`src/rtl/clock_unit_pkg.sv`:
```
// Shared types and helpers for the clock-enable / reset-sequencing unit.
package clock_unit_pkg;

  typedef enum logic [1:0] {
    WAIT_LOCK = 2'd0,
    QUALIFY   = 2'd1,
    RELEASE   = 2'd2,
    RUN       = 2'd3
  } fsm_state_e;

  localparam int unsigned LOCK_SYNC_STAGES = 2;
  localparam int unsigned CFG_CALC_W       = 32;

  // A divide ratio of zero behaves as divide-by-one.
  function automatic logic [CFG_CALC_W-1:0] sanitise_div(input logic [CFG_CALC_W-1:0] div);
    return (div == '0) ? CFG_CALC_W'(1) : div;
  endfunction

  // Phase must land inside the period, so out-of-range values pin to the last slot.
  function automatic logic [CFG_CALC_W-1:0] sanitise_phase(input logic [CFG_CALC_W-1:0] div_s,
                                                           input logic [CFG_CALC_W-1:0] phase);
    return (phase >= div_s) ? (div_s - CFG_CALC_W'(1)) : phase;
  endfunction

endpackage

```
`src/rtl/clock_divider_channel.sv`:
```
// One programmable-ratio, programmable-phase enable strobe with glitch-free config update.
module clock_divider_channel
  import clock_unit_pkg::*;
#(
  parameter int unsigned NB_DIV = 8
) (
  input  logic              i_clock,
  input  logic              i_reset,
  input  logic              i_in_reset,
  input  logic              i_hold,
  input  logic              i_cfg_we,
  input  logic [NB_DIV-1:0] i_cfg_div,
  input  logic [NB_DIV-1:0] i_cfg_phase,
  output logic              o_enable,
  output logic              o_pending_c
);

  logic [NB_DIV-1:0] cnt_q, cnt_d;
  logic [NB_DIV-1:0] div_q, div_d;
  logic [NB_DIV-1:0] phase_q, phase_d;
  logic [NB_DIV-1:0] sdiv_q, sdiv_d;
  logic [NB_DIV-1:0] sphase_q, sphase_d;
  logic              pending_q, pending_d;
  logic              enable_q, enable_d;
  logic              wrap;
  logic              apply;

  // i_hold is the channel reset for the coming cycle, so the strobe register lines up with it.
  always_comb begin
    div_d     = div_q;
    phase_d   = phase_q;
    sdiv_d    = sdiv_q;
    sphase_d  = sphase_q;
    pending_d = pending_q;
    wrap      = (cnt_q == (div_q - NB_DIV'(1)));
    apply     = pending_q && (i_in_reset || wrap);

    if (apply) begin
      div_d     = sdiv_q;
      phase_d   = sphase_q;
      pending_d = 1'b0;
    end
    if (i_cfg_we) begin
      sdiv_d    = NB_DIV'(sanitise_div(CFG_CALC_W'(i_cfg_div)));
      sphase_d  = NB_DIV'(sanitise_phase(sanitise_div(CFG_CALC_W'(i_cfg_div)),
                                         CFG_CALC_W'(i_cfg_phase)));
      pending_d = 1'b1;
    end

    if (i_in_reset || i_hold || wrap) begin
      cnt_d = '0;
    end else begin
      cnt_d = cnt_q + NB_DIV'(1);
    end
    enable_d = !i_hold && (cnt_d == phase_d);
  end

  always_ff @(posedge i_clock or posedge i_reset) begin
    if (i_reset) begin
      cnt_q     <= '0;
      div_q     <= NB_DIV'(1);
      phase_q   <= '0;
      sdiv_q    <= NB_DIV'(1);
      sphase_q  <= '0;
      pending_q <= 1'b0;
      enable_q  <= 1'b0;
    end else begin
      cnt_q     <= cnt_d;
      div_q     <= div_d;
      phase_q   <= phase_d;
      sdiv_q    <= sdiv_d;
      sphase_q  <= sphase_d;
      pending_q <= pending_d;
      enable_q  <= enable_d;
    end
  end

  assign o_enable    = enable_q;
  assign o_pending_c = pending_d;

endmodule

```
`src/rtl/clock_enable_unit.sv`:
```
// Lock qualification, staggered channel reset release and per-channel enable strobes.
module clock_enable_unit
  import clock_unit_pkg::*;
#(
  parameter  int unsigned NB_CHANNELS   = 3,
  parameter  int unsigned NB_DIV        = 8,
  parameter  int unsigned LOCK_CYCLES   = 1024,
  parameter  int unsigned RESET_STAGGER = 16,
  localparam int unsigned CH_W          = (NB_CHANNELS > 1) ? $clog2(NB_CHANNELS) : 1
) (
  input  logic                   i_clock,
  input  logic                   i_reset,
  input  logic                   i_locked,
  input  logic                   i_cfg_valid,
  input  logic [CH_W-1:0]        i_cfg_channel,
  input  logic [NB_DIV-1:0]      i_cfg_div,
  input  logic [NB_DIV-1:0]      i_cfg_phase,
  output logic                   o_cfg_ready,
  output logic [NB_CHANNELS-1:0] o_enable,
  output logic [NB_CHANNELS-1:0] o_channel_reset,
  output logic                   o_valid
);

  localparam int unsigned QCNT_W = $clog2(LOCK_CYCLES);
  localparam int unsigned STAG_W = (RESET_STAGGER > 1) ? $clog2(RESET_STAGGER) : 1;

  logic [LOCK_SYNC_STAGES-1:0] sync_q, sync_d;
  logic                        lock_s;
  fsm_state_e                  state_q, state_d;
  logic [QCNT_W-1:0]           qcnt_q, qcnt_d;
  logic [STAG_W-1:0]           stag_q, stag_d;
  logic [CH_W-1:0]             rel_idx_q, rel_idx_d;
  logic [NB_CHANNELS-1:0]      chan_rst_q, chan_rst_d;
  logic [NB_CHANNELS-1:0]      cfg_we_c, pending_c;
  logic                        valid_q, valid_d;
  logic                        cfg_ready_q, cfg_ready_d;

  always_comb begin
    sync_d = {sync_q[LOCK_SYNC_STAGES-2:0], i_locked};
    lock_s = sync_q[LOCK_SYNC_STAGES-1];
  end

  // Sequencer; losing lock anywhere overrides the per-state decision.
  always_comb begin
    state_d    = state_q;
    qcnt_d     = qcnt_q;
    stag_d     = stag_q;
    rel_idx_d  = rel_idx_q;
    chan_rst_d = chan_rst_q;
    valid_d    = valid_q;

    case (state_q)
      WAIT_LOCK: begin
        qcnt_d = '0;
        if (lock_s) state_d = QUALIFY;
      end
      QUALIFY: begin
        if (qcnt_q == QCNT_W'(LOCK_CYCLES - 1)) begin
          state_d       = RELEASE;
          chan_rst_d[0] = 1'b0;
          rel_idx_d     = CH_W'(1);
          stag_d        = '0;
          if (NB_CHANNELS == 1) begin
            state_d = RUN;
            valid_d = 1'b1;
          end
        end else begin
          qcnt_d = qcnt_q + QCNT_W'(1);
        end
      end
      RELEASE: begin
        if (stag_q == STAG_W'(RESET_STAGGER - 1)) begin
          stag_d                = '0;
          chan_rst_d[rel_idx_q] = 1'b0;
          rel_idx_d             = rel_idx_q + CH_W'(1);
          if (rel_idx_q == CH_W'(NB_CHANNELS - 1)) begin
            state_d = RUN;
            valid_d = 1'b1;
          end
        end else begin
          stag_d = stag_q + STAG_W'(1);
        end
      end
      RUN:     state_d = RUN;
      default: state_d = WAIT_LOCK;
    endcase

    if (!lock_s) begin
      state_d    = WAIT_LOCK;
      qcnt_d     = '0;
      chan_rst_d = '1;
      valid_d    = 1'b0;
    end
  end

  // Out-of-range channel writes are acknowledged but touch nothing.
  always_comb begin
    cfg_we_c = '0;
    if (i_cfg_valid && cfg_ready_q && (32'(i_cfg_channel) < NB_CHANNELS)) begin
      cfg_we_c[i_cfg_channel] = 1'b1;
    end
    cfg_ready_d = ~|pending_c;
  end

  always_ff @(posedge i_clock or posedge i_reset) begin
    if (i_reset) begin
      sync_q      <= '0;
      state_q     <= WAIT_LOCK;
      qcnt_q      <= '0;
      stag_q      <= '0;
      rel_idx_q   <= '0;
      chan_rst_q  <= '1;
      valid_q     <= 1'b0;
      cfg_ready_q <= 1'b1;
    end else begin
      sync_q      <= sync_d;
      state_q     <= state_d;
      qcnt_q      <= qcnt_d;
      stag_q      <= stag_d;
      rel_idx_q   <= rel_idx_d;
      chan_rst_q  <= chan_rst_d;
      valid_q     <= valid_d;
      cfg_ready_q <= cfg_ready_d;
    end
  end

  for (genvar k = 0; k < NB_CHANNELS; k++) begin : g_chan
    clock_divider_channel #(
      .NB_DIV(NB_DIV)
    ) u_chan (
      .i_clock    (i_clock),
      .i_reset    (i_reset),
      .i_in_reset (chan_rst_q[k]),
      .i_hold     (chan_rst_d[k]),
      .i_cfg_we   (cfg_we_c[k]),
      .i_cfg_div  (i_cfg_div),
      .i_cfg_phase(i_cfg_phase),
      .o_enable   (o_enable[k]),
      .o_pending_c(pending_c[k])
    );
  end

  assign o_channel_reset = chan_rst_q;
  assign o_valid         = valid_q;
  assign o_cfg_ready     = cfg_ready_q;

endmodule
```
`config.mk`:
```
export PLATFORM = sky130hd
export DESIGN_NAME = clock_enable_unit
export DESIGN_NICKNAME = d
export VERILOG_FILES = /design/src/rtl/clock_unit_pkg.sv /design/src/rtl/clock_divider_channel.sv /design/src/rtl/clock_enable_unit.sv
export SDC_FILE = /design/constraint.sdc
export NUM_CORES = 1
export LEC_CHECK = 0
export ABC_AREA = 0
export CAP_MARGIN = 10
export CORE_MARGIN = 2
export CORE_UTILIZATION = 50
export DETAILED_ROUTE_END_ITERATION = 12
export PLACE_DENSITY = 0.67
export SLEW_MARGIN = 20
export SYNTH_ARGS = -nofsm -noshare
export SYNTH_HDL_FRONTEND = slang
export SYNTH_SLANG_ARGS = --single-unit
```
`constraint.sdc`:
```
create_clock -name i_clock -period 9.8 [get_ports i_clock]
set_input_delay 2.45 -clock i_clock [delete_from_list [all_inputs] [get_ports i_clock]]
set_output_delay 2.45 -clock i_clock [all_outputs]
set_load 0.05 [all_outputs]
```
# After elaboration in Yosys (flattened, before gate mapping)
# Cells that the tools add are included.
# word_totals
register_bits,151
word_cells,143
# op_classes
add_sub_neg,10
order_cmp,6
n_eq_ne,22
n_mux,42
n_bitwise,2
n_reduce_logical,32
# ops
operator,n
$mux W8,8
$eq A8 B8 Y1,6
$ge A8 B32 Y1,1
$sub A8 B1 Y8 const B,4
$add A8 B1 Y8 const B,3
$mux W10,2
$pmux W10 S2,1
$mux W2,7
$mux W1,13
$ne A3 B3 Y1 const B,4
$add A10 B1 Y10 const B,1
$eq A10 B10 Y1 const B,1
$logic_and A1 B1 Y1,10
$logic_or A1 B1 Y1,9
$mux W3,3
$reduce_and A3 Y1,3
$logic_not A8 Y1,1
$mux W4,2
$pmux W2 S4,1
$pmux W4 S2,1
$eq A2 B2 Y1 const B,3
$lt A2 B3 Y1 const B,2
$ne A2 B1 Y1 const B,3
$add A4 B1 Y4 const B,1
17 further kinds,24

# Longest topological paths before layout
# depth
ltp_word,14
ltp_mapped,13

# By module
# From an unflattened synthesis, not the netlist that was laid out.
# hier_totals
cells_unflattened,912
area_unflattened_um2,9197.6
# modules_own_cells
mod,n_inst,cells_each,area_per_inst_um2
clock_divider_channel (g_chan[0].u_chan ...),2,257,2598.7
clock_divider_channel (g_chan[1].u_chan),1,244,2502.4
clock_enable_unit,1,154,1497.7

# Worst setup path before layout
# OpenSTA, ideal clock, no wires.
# synth_path
kind,input to register
start,input i_cfg_div[3]
end,register g_chan[1].u_chan.sphase_q[7]
setup_ns,0.130
t_arrival_ns,4.840
required_ns,9.670
setup_slack_ns,4.830
cell_stages,13
n_path_buf,0
path_cell_list,nor4_1 -> a31oi_1 -> inv_1 -> ha_1 -> nand2b_1 -> a21o_1 -> a21o_1 -> a21o_1 -> a21o_1 -> a21oi_1 -> o21ai_1 -> mux2i_1 -> o21ai_0
# synth_between
elab_chain_len,4
word_cells_on_any_way,5
classes_between,1 x add/sub; 1 x order compare; 2 x mux; 1 x reduce/logical
# synth_rtl
element,line,source
"start, declared",clock_enable_unit.sv:16,"input logic [NB_DIV-1:0] i_cfg_div,"
$logic_not A8 Y1,clock_unit_pkg.sv:16,return (div == '0) ? CFG_CALC_W'(1) : div;
$mux W8 *,clock_unit_pkg.sv:16,
$ge A8 B32 Y1 / $sub A8 B1 Y8 (equally long branches),clock_unit_pkg.sv:22,return (phase >= div_s) ? (div_s - CFG_CALC_W'(1)) : phase;
$mux W8 *,clock_unit_pkg.sv:22,
"end signal, assigned",clock_divider_channel.sv:72,sphase_q <= sphase_d;
"end, declared",clock_divider_channel.sv:22,"logic [NB_DIV-1:0] sphase_q, sphase_d;"
# Mark *: on every way between the ends. The rest lies on a longest branch, timed or not.
# A chain may end at the register's enable or synchronous reset.

# Worst setup path in the final report
# layout_path
start,input i_cfg_div[3]
end,register g_chan[2].u_chan.sphase_q[7]
# layout_between
elab_chain_len,4
word_cells_on_any_way,5
classes_between,1 x add/sub; 1 x order compare; 2 x mux; 1 x reduce/logical
# layout_rtl
element,line
$logic_not A8 Y1,clock_unit_pkg.sv:16
$mux W8 *,clock_unit_pkg.sv:16
$ge A8 B32 Y1 / $sub A8 B1 Y8 (equally long branches),clock_unit_pkg.sv:22
$mux W8 *,clock_unit_pkg.sv:22
"end signal, assigned",clock_divider_channel.sv:72
"end, declared",clock_divider_channel.sv:22
# Marks and branches as above.

==> reports/summary.txt <==
Slew Limit Fails = 0
GRT Total Usage = 0.227
synthesized area = 0.00796 mm^2
Row Count = 46
Highest Signal Layer = met4
PostCTS Resize Cnt = 0
detailed-router iteration count before antenna repair = 4
TNS Setup = 0 ns
Post-synth EDFFs = 0
cell count after synthesis = 804
IO Pins = 30
clk slew on worst S/H paths = 0.06 ns
WP data arrival = 5.74 ns
top cells by area, synth = dfrtp_1, mux2_2, nand2_1
ys flop type = dfrtp_1
worst reg2reg path endpoint = g_chan[0].u_chan.o_enable
Antenna Nets Post-Route = 0
RSZ-0062 raised after global routing = no
WP data required = 10.06 ns
Max VDD drop = 172 uV
Final Setup Violations = 0
via count = 5958
Worst Hold Path EP = sync_q[1]
Hold Path Cell Cnt = 0
CTS root buffer = clkbuf_16
Cell variety after synth = 71
DR DRC count = 0
post-synthesis sequential area ratio = 0.477
Die W = 130 um
IO Port Bufs = 29
Final Cycle Share = 0.559
fillcell total = 1331
critical hold path startpoint = sync_q[0]
Max Fclk = 183 MHz
maximum clock path buffer count = 2
Async S/R FF share, synth = 1.00
largest area contributor in the netlist = dfrtp_1
Starting Density = 0.506
Fin Clk Skew = 0.0102 ns
DR WL met2 = 8570 um
gr ovfl total = 0
Hold Buf Count CTS = 0
relative slew slack = 0.374
Die ar. = 0.0169 mm^2
area added between synthesis and finish = 13.5%
vias per cell = 5.67
Avg Cell Area, Syn = 9.89 um^2
Worst setup SP type = input pin
critical path type = input pin to flip-flop
CP endpoint kind = flip-flop
first-pass GRT wire length = 29700 um
largest net degree at the start of global routing = 100
fin crit period = 5.47 ns
core area = 0.0157 mm^2
pwr/cell area = 259 mW/mm^2
final worst slack = 4.33 ns
post-synth top area share = 0.444
worst r2r path cells = 12
vias in the first global route = 5819
FF-to-FF Start = g_chan[0].u_chan.div_q[1]
met3 WL = 651 um
total routed wirelength = 17900 um
DRT iter0 DRCs = 370
CTS Sinks = 151
Die Y = 130 um
MaxCap Viol Count = 0
Min-Delay Path Class = flip-flop to flip-flop
TritonCTS clock tree = yes
initial antenna violation count = 0
leak pwr = 4.11 nW
post-place setup slack = 3.93 ns
htree depth = 4
n_diodes = 0
syn nets = 850
clk_lat worst skew = 0.42 ns
dpl hpwl = 12900 um
Routed WL per cell = 17.0 um
global placer's final weighted congestion = 0.812
cts bufs inserted = 17
# nets final = 867
hold slack final = 0.357 ns
final hold vios = 0
wl on met1 = 8330 um
layout cells sized above 1 = 0.118
post-CTS setup buffers = 0
flops & latches, synth = 151
Yosys Warn Count = 0
measured slew at the worst slew-check pin = 0.933 ns
PnR Total Power = 0.00234 W
CP Max Fanout = 8
FF-to-FF setup slack = 5.80 ns
status = finished clean
[worst max-delay path by stage]
stage	startpoint	end	slack (ns)	depth (start not counted)
finish	i_cfg_div[3]	g_chan[2].u_chan.sphase_q[7]	4.33	15
global route	i_cfg_div[3]	g_chan[2].u_chan.sphase_q[3]	4.05	15
global placement	i_cfg_div[3]	g_chan[2].u_chan.sphase_q[1]	4.03	15
CTS	i_cfg_div[3]	g_chan[2].u_chan.sphase_q[7]	4.37	15
detailed placement	i_cfg_div[3]	g_chan[2].u_chan.sphase_q[7]	3.93	15
floorplan	i_reset	g_chan[0].u_chan.cnt_q[0]	3.30	1
[metal layers]
metal	up-vias	track usage
met2	132	0.360
met5	-	0
li1	2852	-
met1	2953	0.316
met4	0	0.0696
met3	21	0.0447
[area by class of cell]
class                           count  area, um^2  area share
Multi-Input combinational cell    574        3840       0.426
Sequential cell                   151        3790       0.420
Clock buffer                       20         447      0.0495
Timing Repair Buffer               36         343      0.0380
Tap cell                          216         270      0.0299
Clock inverter                     12         175      0.0194
Inverter                           41         159      0.0176
[logic make-up (layout without fill, tap and decap cells)]
group	Yosys count	in the layout	share of synthesized area
multiplexers	57	57	0.0788
XOR/XNOR	67	67	0.0738
flip-flops	151	151	0.477
buffers and inverters	79	109	0.0412
AND/OR/NAND/NOR	273	273	0.170
adder cells (fa/ha/maj)	24	24	0.0377
AO/OA/AOI/OAI	153	153	0.122
[sequential cells by signal, summed over array words and instances (netlist names), 3 cells and up]
name,cells
g_chan.u_chan.cnt_q,24
g_chan.u_chan.div_q,24
g_chan.u_chan.phase_q,24
stag_q,4
g_chan.u_chan.sdiv_q,24
g_chan.u_chan.sphase_q,24
o_channel_reset,3
qcnt_q,10
g_chan.u_chan.pending_q,3
g_chan.u_chan.o_enable,3
[where the power goes]
part / total [W] / leakage, nW / switching (W) / internal [W]
registers: 0.000958 / 1.93 / 0.000159 / 0.000799
clock network: 0.000688 / 0.297 / 0.000255 / 0.000433
logic: 0.000691 / 1.89 / 0.000375 / 0.000316
total: 0.00234 / 4.11 / 0.000789 / 0.00155
[layout by cell type, fill, tap and decap left out, types with 5 or more instances in the layout]
cell	instances
mux2i_1	15
nor3_1	12
or3_1	6
inv_1	40
o21ai_0	68
a211oi_1	6
nor3b_1	6
dfrtp_1	141
clkdlybuf4s50_1	29
nor2_1	53
xnor2_1	32
and2_1	7
a211o_1	5
nor2b_1	8
nor4_1	8
mux2_2	41
nand2_1	95
clkbuf_16	17
a21oi_1	20
a21o_1	6
ha_1	24
and3_1	17
buf_4	7
dfstp_2	10
a31oi_1	7
xor2_1	35
nand3_1	23
nand4_1	11
a311oi_1	6
[worst max-delay path: stages]
cell and delay [ns]:
clkdlybuf4s50_1 0.51, nor4_1 0.39, a31oi_1 0.14, buf_4 0.19
inv_1 0.06, ha_1 0.21, nand2b_1 0.14, a21o_1 0.17
a21o_1 0.16, a21o_1 0.17, a21o_1 0.17, a21oi_1 0.13
o21ai_1 0.33, mux2i_1 0.38, o21ai_0 0.13
[cells in the mapped netlist, drive strengths merged (3+ instances only)]
library cell	instances
nand2	95
o31ai	3
a211oi	6
xnor2	32
a21oi	20
or3	6
a311oi	6
nand3	23
mux2	42
clkbuf	28
nor2b	8
a31oi	7
and2	7
nand4	11
ha	24
o211ai	4
mux2i	15
nand2b	4
or2	4
a211o	5
nor2	53
dfrtp	141
nor3	12
nand4b	3
and3	18
a21o	6
o21ai	69
nor4	9
inv	41
xor2	35
nor3b	6
buf	10
dfstp	10
[metrics by stage]
stage | std cells | cell area, um^2 | utilization
6_report | 1050 | 9030 | 0.575
5_1_grt | 1050 | 9030 | 0.575
4_1_cts | 1050 | 9030 | 0.575
3_5_place_dp | 1018 | 8410 | 0.535
3_3_place_gp | 1018 | 8410 | 0.535
2_1_floorplan | 804 | 7960 | -
Power figures use the tool's default switching activity.
==> RTL edit: new RTL, same settings <==
Take the reset off `stag_q` and load it in a clocked block of its own.
--- a/src/rtl/clock_enable_unit.sv
+++ b/src/rtl/clock_enable_unit.sv
@@ -109,3 +109,2 @@
       qcnt_q      <= '0;
-      stag_q      <= '0;
       rel_idx_q   <= '0;
@@ -118,3 +117,2 @@
       qcnt_q      <= qcnt_d;
-      stag_q      <= stag_d;
       rel_idx_q   <= rel_idx_d;
@@ -124,2 +122,6 @@
     end
+  end
+
+  always_ff @(posedge i_clock) begin
+    stag_q <= stag_d;
   end
Check against the original RTL: same outputs for any inputs over 10 cycles, from zero or initial values and one cycle with i_reset high; that may be too few to reach the edited logic, so the function may still have changed.
==> RTL edit against the original RTL <==
- non-clock buffer count is 3 lower
- setup slack better by 25 ps
- via count is 3.7% higher
- sequential cell count stayed put
- design area is 0.94% lower
- fmax is 0.45% higher
- synthesized area is 0.17% lower
- critical path type unchanged
- first-iteration DRC count is 38% higher
- wire length is 6.3% higher
- power is 6.1% lower
- highest routed layer unchanged
- clock power is 12% lower
==> RTL edit: results (changes against the original RTL) <==
Drt
  – Metal1 wirelength: 8.91 mm (+7.0%)
  – Met2 WL post-DR: 8.77 mm (+2.4%)
  – Drt wl/cell: 17.9 um (+5.0%)
  – Max layer used: met4
  – Via density: 5.81 (+2.4%)
  – DRT iter0 DRCs: 512 (+38%)
  – Pre-antenna DRT Iters: 6 (+2)
  – Routed wl met3: 909 um (+40%)

GRT
  – Vias in the first global route: 5903 (+1.4%)
  – Largest net degree at the start of global routing: 79 (-21%)
  – Met1 Usage GRT: 34.7% (+3.1 points)
  – Met3 Use GR: 4.18% (-0.29 points)
  – First-pass GRT wire length: 31.0 mm (+4.7%)
  – Met2 Use GR: 36.9% (+0.86 points)

Worst setup path
  – Max incr delay on CP: 590 ps (+80 ps)
  – R2R depth: 10 (-2)
  – Worst setup path endpoint: g_chan[0].u_chan.sphase_q[2]
  – Largest fanout on the critical path: 9 (+1)
  – CP arrival: 5760 ps (+20 ps)
  – Worst r2r dst: g_chan[0].u_chan.o_enable
  – FF-to-FF setup slack: 6300 ps (+500 ps)

Placement
  – Placement Setup Slack: 3960 ps (+32.3 ps)
  – Hpwl dp: 14.1 mm (+9.4%)
  – Dpl cell area: 0.00839 mm^2 (-0.21%)
  – Cells after DPL: 1030 (+1.2%)

Yosys
  – Seq/Total Area, Yosys: 48.0% (+0.33 points)
  – Synth async-reset ratio: 97.4% (-2.6 points)
  – Cell variety after synth: 76 (+7.0%)
  – Syn_nets: 857 (+0.82%)
  – Post-Syn Instances: 812 (+1.0%)
  – EDFF count, synth: 4 (+4)
  – Dominant cells by area after synthesis: dfrtp_1 43%, nand2_1 5.7%, mux2_2 4.4%

Layout
  – Data buffer area share: 3.62% (-0.17 points)
  – Multi-input gate area: 0.00383 mm^2 (-0.29%)
  – Filler instances: 1314 (-1.3%)
  – Clk_buf instances: 29 (+45%)
  – Non-Filler Instances: 1063 (+1.2%)
  – FF+latch area: 0.00381 mm^2 (+0.53%)
  – Share of cells above drive strength 1: 10.2% (-1.6 points)
  – Final nets: 879 (+1.4%)
  – Post-layout util: 56.9% (-0.54 points)
  – Clock network area share: 6.07% (-0.82 points)
  – Non-clk invs: 42 (+2.4%)
  – Multi-input combinational area share: 42.9% (+0.28 points)

STA
  – Max-slew headroom: 37.1% (-0.35 points)
  – Final setup skew: 8.06 ps (-2.17 ps)

Status
  – Status: finished, final reports clean

Power and ir drop
  – Pwr Density: 245 mW/mm^2 (-5.2%)
  – LEAKAGE: 3.93 nW (-4.6%)
RTL edit: changes by cell type in the layout (fill, tap and decap cells not counted), sizes merged, moves of 6 or more:
cell	unedited run	this run
nor2	53	64
a311oi	6	0
mux2i	15	3
nand2	95	120
and3	18	12
mux2	42	31
o21ai	69	55
o221ai	0	6
nor3	12	19
clkbuf	20	29
o31ai	3	21
RTL edit: worst min path at each step:
stage	from	endpoint	slack [ps]	cells past startpoint
after floorplan	sync_q[0]	sync_q[1]	330	0
after global placement	sync_q[0]	sync_q[1]	340	0
after detailed placement	sync_q[0]	sync_q[1]	340	0
after CTS	sync_q[0]	sync_q[1]	350	0
after global routing	sync_q[0]	sync_q[1]	360	0
final	sync_q[0]	sync_q[1]	350	0
RTL edit: cell families after synthesis:
group / Yosys count / share of synthesized area, %
fa+ha+maj: 24 / 3.75
simple gates: 299 / 17.9
compound gates: 169 / 14.7
mux: 34 / 4.77
buf+inv: 72 / 3.75
flops: 151 / 48.0
xor+xnor: 63 / 7.12
